===== src/rtl/updn_counter.sv =====
// Up/down counter with load, wrap or saturate at the range limits,
// sticky overflow/underflow flags and a record of the last operation.
module updn_counter #(
    parameter int WIDTH    = 8,
    parameter int SAT_MODE = 0
) (
    input  logic             clk,
    input  logic             rst_,
    input  logic             ld_cnt_,
    input  logic             updn_cnt,
    input  logic             count_enb,
    input  logic [WIDTH-1:0] data_in,
    input  logic             clr_flags,
    output logic [WIDTH-1:0] data_out,
    output logic             tc,
    output logic             ovf,
    output logic             unf,
    output logic [2:0]       op_state
);

    typedef enum logic [2:0] {
        ST_RST  = 3'd0,
        ST_LOAD = 3'd1,
        ST_UP   = 3'd2,
        ST_DOWN = 3'd3,
        ST_HOLD = 3'd4,
        ST_SAT  = 3'd5
    } op_e;

    localparam logic [WIDTH-1:0] CNT_MAX = {WIDTH{1'b1}};

    logic [WIDTH-1:0] cnt_q, cnt_d;
    logic             ovf_q, ovf_d;
    logic             unf_q, unf_d;
    op_e              op_q, op_d;
    logic             at_limit;

    // Next count, flags and operation record; load beats count beats hold.
    always_comb begin
        at_limit = updn_cnt ? (cnt_q == CNT_MAX) : (cnt_q == '0);
        tc       = rst_ & ld_cnt_ & count_enb & at_limit;
        cnt_d    = cnt_q;
        op_d     = ST_HOLD;
        // Clear first so a same-edge set condition overrides it.
        ovf_d    = clr_flags ? 1'b0 : ovf_q;
        unf_d    = clr_flags ? 1'b0 : unf_q;
        if (!ld_cnt_) begin
            cnt_d = data_in;
            op_d  = ST_LOAD;
        end else if (count_enb) begin
            if (at_limit) begin
                if (updn_cnt) ovf_d = 1'b1;
                else          unf_d = 1'b1;
            end
            if (at_limit && (SAT_MODE != 0)) begin
                op_d = ST_SAT;
            end else begin
                cnt_d = updn_cnt ? cnt_q + WIDTH'(1) : cnt_q - WIDTH'(1);
                op_d  = updn_cnt ? ST_UP : ST_DOWN;
            end
        end
        // Encodings 6/7 can only appear through a state upset; park in HOLD.
        if (op_q > ST_SAT) op_d = ST_HOLD;
    end

    // State registers; reset forces everything to zero immediately.
    always_ff @(posedge clk or negedge rst_) begin
        if (!rst_) begin
            cnt_q <= '0;
            ovf_q <= 1'b0;
            unf_q <= 1'b0;
            op_q  <= ST_RST;
        end else begin
            cnt_q <= cnt_d;
            ovf_q <= ovf_d;
            unf_q <= unf_d;
            op_q  <= op_d;
        end
    end

    assign data_out = cnt_q;
    assign ovf      = ovf_q;
    assign unf      = unf_q;
    assign op_state = op_q;

endmodule


===== config.mk =====
export PLATFORM = sky130hd
export DESIGN_NAME = updn_counter
export DESIGN_NICKNAME = d
export VERILOG_FILES = /design/src/rtl/updn_counter.sv
export SDC_FILE = /design/constraint.sdc
export NUM_CORES = 1
export LEC_CHECK = 0
export ABC_AREA = 1
export CAP_MARGIN = 10
export CORE_MARGIN = 5
export CORE_UTILIZATION = 46
export DETAILED_ROUTE_END_ITERATION = 10
export PLACE_DENSITY_LB_ADDON = 0.3
export SLEW_MARGIN = 20
export SYNTH_ARGS = -nofsm -noshare
export SYNTH_HDL_FRONTEND = slang
export SYNTH_SLANG_ARGS = --single-unit

===== constraint.sdc =====
create_clock -name clk -period 1.6 [get_ports clk]
set_input_delay 0.24 -clock clk [delete_from_list [all_inputs] [get_ports clk]]
set_output_delay 0.24 -clock clk [all_outputs]
set_load 0.01 [all_outputs]

# Yosys cells after proc, flatten, opt, wreduce, memory -nomap -nowiden

Cells that the tools add are included.

Input bits: 14
Logic and storage cells: 31
RAM bits: 0
Register bits: 13
Memories kept: 0
ROM bits: 0
Output and inout port bits: 14
Latch bits: 0

Multiply operators: 0
Multiplexer cells: 18
Equal/unequal tests: 2
Divide/modulo/power cells: 0
$add $sub $neg: 2
Reduce and logical (&&, ||, !) cells: 1
Shift-type cells: 0
Bitwise operators: 3
Magnitude comparators: 1

Operator list:

| operator                                             | count |
|---|---|
| two-way mux 8 bit                                    | 3 |
| two-way mux 1 bit                                    | 12 |
| two-way mux 3 bit                                    | 3 |
| adder 8 x 1 -> 8 bit, second input constant          | 1 |
| == test 8 bit, second input constant                 | 1 |
| zero test 8 bit                                      | 1 |
| subtractor 8 x 1 -> 8 bit, second input constant     | 1 |
| bitwise AND 1 bit                                    | 3 |
| greater-than comparator 3 bit, second input constant | 1 |
| != test 2 x 1 -> 1 bit, second input constant        | 1 |

# Logic depth before layout (Yosys ltp)

Word-level depth: 5
Gate-level depth with buffers: 9
Depth with buffers taken out: 9

# Worst setup path before layout

Ideal clock, no wire load.

Path kind: register -> register
From: register cnt_q[0] (netlist: data_out[0])
To: register cnt_q[6] (netlist: data_out[6])
Period minus slack after synthesis: 1416 ps
Data required time: 1482 ps
Library setup time: 118 ps
Setup slack: 184 ps
Path buffers: 0
Cell stages (with the launch flop): 8
Arrival: 1298 ps
Path through: dfrtp_1 > fa_1 > nand2_1 > nand2_1 > nand3b_1 > nand3b_1 > nand3_1 > nand2_1

Longest elaborated chain between the ends: 4
Elaborated cells on any way between the ends: 5
Classes of those cells: add/sub: 2; mux: 3

Ends and longest elaborated chain:

| element                                                                  | RTL line | source |
|---|---|---|
| start, declared                                                          | 32       | `logic [WIDTH-1:0] cnt_q, cnt_d;` |
| start signal, assigned                                                   | 74       | `cnt_q <= cnt_d;` |
| subtractor 8 x 1 -> 8 bit / adder 8 x 1 -> 8 bit (equally long branches) | 58       | `cnt_d = updn_cnt ? cnt_q + WIDTH'(1) : cnt_q - WIDTH'(1);` |
| two-way mux 8 bit (*)                                                    | 58       |  |
| two-way mux 8 bit (*)                                                    | 50       | `end else if (count_enb) begin` |
| two-way mux 8 bit (*)                                                    | 47       | `if (!ld_cnt_) begin` |

Every way passes the cells marked *; elsewhere a longest branch is shown, timed or not. The select of a mux whose other input is x is not followed.
A chain may end at the register's enable or synchronous reset.

# Worst setup path after layout

From: register cnt_q[1] (netlist: data_out[1])
To: output port tc

Longest elaborated chain between the ends: 3
Elaborated cells on any way between the ends: 4
Classes of those cells: eq/ne: 1; mux: 1; bitwise: 1; reduce/logical: 1

Ends and longest elaborated chain:

| element                                                 | RTL line | source |
|---|---|---|
| == test 8 bit / zero test 8 bit (equally long branches) | 40       | `at_limit = updn_cnt ? (cnt_q == CNT_MAX) : (cnt_q == '0);` |
| two-way mux 1 bit (*)                                   | 40       |  |
| bitwise AND 1 bit (*)                                   | 41       | `tc = rst_ & ld_cnt_ & count_enb & at_limit;` |
| end, declared                                           | 15       | `output logic tc,` |

Every way passes the cells marked *; elsewhere a longest branch is shown, timed or not.

==> impl_metrics.sql <==
INSERT INTO impl_metrics (metric_group, metric, value, unit) VALUES
('placed_design', 'place_hpwl', '2.12', 'mm'),
('setup_path', 'setup.worst_path.start_class', 'flop', ''),
('logic_synthesis', 'post_synth_most_frequent_cells', 'sky130_fd_sc_hd__nand2_1 (48), sky130_fd_sc_hd__inv_1 (18), sky130_fd_sc_hd__dfrtp_1 (13)', ''),
('cts', 'tritoncts', 'built', ''),
('drt', 'vias', '1135', ''),
('run', 'timing.max_cap.violations', '0', ''),
('drt', 'drc', '0', ''),
('sta', 'tightest_slew', '0.205', 'ns'),
('drt', 'drt-total-wl', '3.16', 'mm'),
('cts', 'clock_path_buffers', '2', ''),
('grt', 'initial_antenna_violation_count', '0', ''),
('power_and_ir_drop', 'power-per-cell-area', '802', 'nW/µm²'),
('logic_synthesis', 'yosysSeqAreaShare', '0.353', ''),
('sta', 'timing.final.hold_violations', '0', ''),
('logic_synthesis', 'syn_nets', '152', ''),
('logic_synthesis', 'synth_cells', '131', ''),
('logic_synthesis', 'async_flop_share', '1.00', ''),
('drt', 'met1_length', '1.26', 'mm'),
('placed_design', 'dp_worst_setup_slack', '-0.399', 'ns'),
('grt', 'global_route_wire_length_before_repair', '4.76', 'mm'),
('cts', 'cts_inserted_buffers', '3', ''),
('sta', 'timing_max_transition_violations_final', '0', ''),
('sta', 'grt_setup_unrepaired', 'true', ''),
('sta', 'maxClockFrequency', '585', 'MHz'),
('logic_synthesis', 'synth_cell_type_count', '23', ''),
('floorplanning', 'die-height', '54.7', 'µm'),
('floorplanning', 'core_area', '1940', 'µm²'),
('setup_path', 'critical_path.endpoint_type', 'output port', ''),
('setup_path', 'cp.arrival', '1.47', 'ns'),
('floorplanning', 'num_rows', '16', ''),
('sta', 'final-setup-viol-count', '4', ''),
('sta', 'period_minus_slack', '1.71', 'ns'),
('status', 'failed_checks', 'negative setup slack', ''),
('logic_synthesis', 'netlist.top_cell.by_area', 'sky130_fd_sc_hd__dfrtp_1', ''),
('layout', 'post_route_non_filler_standard_cell_count', '224', ''),
('setup_path', 'cpMaxStageDelayCell', 'sky130_fd_sc_hd__dfrtp_1', ''),
('floorplanning', 'boundaryPins', '28', ''),
('sta', 'clock_skew', '0.00401', 'ns'),
('power_and_ir_drop', 'leakagePower', '0.000851', 'µW'),
('cts', 'clk_pin_slew', '0.09', 'ns'),
('setup_path', 'timing.critical_path.required', '1.36', 'ns'),
('layout', 'nFillCells', '130', ''),
('logic_synthesis', 'synth_edf_count', '0', ''),
('placed_design', 'place_inst', '211', ''),
('drt', 'detail_route.first_pass.iterations', '4', ''),
('cts', 'hold_buffers', '0', ''),
('logic_synthesis', 'synth-main-ff-cell', 'sky130_fd_sc_hd__dfrtp_1', ''),
('drt', 'top_metal_layer_carrying_routed_signals', 'met4', ''),
('logic_synthesis', 'number_of_synthesized_register_bits', '13', ''),
('logic_synthesis', 'netlist_top_cells_area', 'sky130_fd_sc_hd__dfrtp_1 (35%), sky130_fd_sc_hd__nand2_1 (20%), sky130_fd_sc_hd__ha_1 (8.2%)', ''),
('grt', 'grt_use_total', '0.231', ''),
('grt', 'grt_pass1_vias', '1117', ''),
('floorplanning', 'start_util', '0.474', ''),
('drt', 'vias_per_cell', '5.07', ''),
('grt', 'maximum_number_of_pins_on_one_net_before_global_route_repair', '14', ''),
('drt', 'wl_per_cell', '14.1', 'µm'),
('cts', 'clock_sinks', '13', ''),
('layout', 'drive_above_1_share', '0.320', ''),
('layout', 'finalCoreUtilization', '0.827', ''),
('setup_path', 'crit_type', 'reg2out', ''),
('sta', 'final_critical_path_setup_slack', '-0.108', 'ns'),
('floorplanning', 'die_width', '54.7', 'µm'),
('setup_path', 'critPathTopFamily', 'simple AND/OR/NAND/NOR gates', ''),
('logic_synthesis', 'synth_area_per_cell', '7.03', 'µm²'),
('drt', 'met3_wirelength', '155', 'µm'),
('drt', 'met2WireLength', '1.65', 'mm'),
('layout', 'areaGrowthSynthToFinish', '74.5', '%'),
('drt', 'drt.antenna.violating_nets', '0', ''),
('sta', 'hold_slack', '0.273', 'ns'),
('floorplanning', 'die_area', '3000', 'µm²'),
('status', 'outcome', 'finished, violations left', '');
[layout by cell type (no fill, tap or decap), drive strengths merged]
cell / synthesis / final
nand3b: 2 / 2
dfrtp: 13 / 13
o21ai: 5 / 5
nand4: 1 / 1
o31ai: 1 / 1
clkinv: 1 / 1
nand3: 11 / 11
nand2: 49 / 49
o211ai: 1 / 1
or2: 1 / 1
ha: 6 / 6
nor2: 8 / 8
clkdlybuf4s50: 0 / 20
clkbuf: 0 / 5
a21oi: 4 / 4
fa: 1 / 1
xor2: 2 / 2
dlymetal6s2s: 0 / 2
dlygate4sd2: 0 / 3
nor3: 2 / 2
buf: 0 / 36
xnor2: 1 / 1
o221ai: 1 / 1
inv: 21 / 21
[logic make-up (layout without fill, tap and decap cells)]
logic type                 Yosys count  in the layout  synth area share
and+or+nand+nor                     74             74             0.344
adders and majority gates            7              7             0.103
DFF                                 13             13             0.353
buffers and inverters               22             88            0.0910
xor gates and xnor gates             3              3            0.0285
AOI/OAI and AO/OA                   12             12            0.0802
[power breakdown]
part | internal (µW) | switching, µW
registers | 364 | 27.3
clock network | 97.3 | 134
logic | 341 | 324
[through the flow]
stage               setup TNS, ns  cell area [µm²]
finish                     -0.262             1610
global route               -0.631             1610
CTS                       -0.0655             1550
detailed placement          -2.39             1420
global placement            -2.03             1420
floorplan                       0              921
[registers in the layout, summed over array words and instances (netlist names)]
signal	count
op_state	3
unf	1
data_out	8
ovf	1
[worst paths after layout]
check | start | to | slack, ns | cells past startpoint
min in group clk | data_in[4] | data_out[4] | 0.50 | 3
hold / removal | rst_ | unf | 0.27 | 2
max in group asynchronous | rst_ | op_state[1] | 1.16 | 2
setup reg to reg | data_out[1] | unf | -0.07 | 12
setup / recovery | data_out[1] | tc | -0.11 | 7
hold reg to reg | ovf | ovf | 0.52 | 2
[repair_timing]
action / CTS / global route
pin swaps: 5 / 8
resized for setup: 18 / 14
setup endpoints to repair: 7 / 7
setup buffers: 8 / 2
[area by class of cell]
type                            instances  area (µm²)  area share
Sequential cell                        13         325       0.202
Clock buffer                            4        26.3      0.0164
Tap cell                               27        33.8      0.0210
Inverter                               22        86.3      0.0537
Multi-Input combinational cell         96         611       0.380
Timing Repair Buffer                   62         524       0.326
[routing by layer]
layer,track usage,up-vias
li1,-,546
met4,0.104,0
met2,0.419,45
met1,0.262,531
met5,0,-
met3,0.0327,13
No activity file was read; power rests on OpenSTA's default activity.
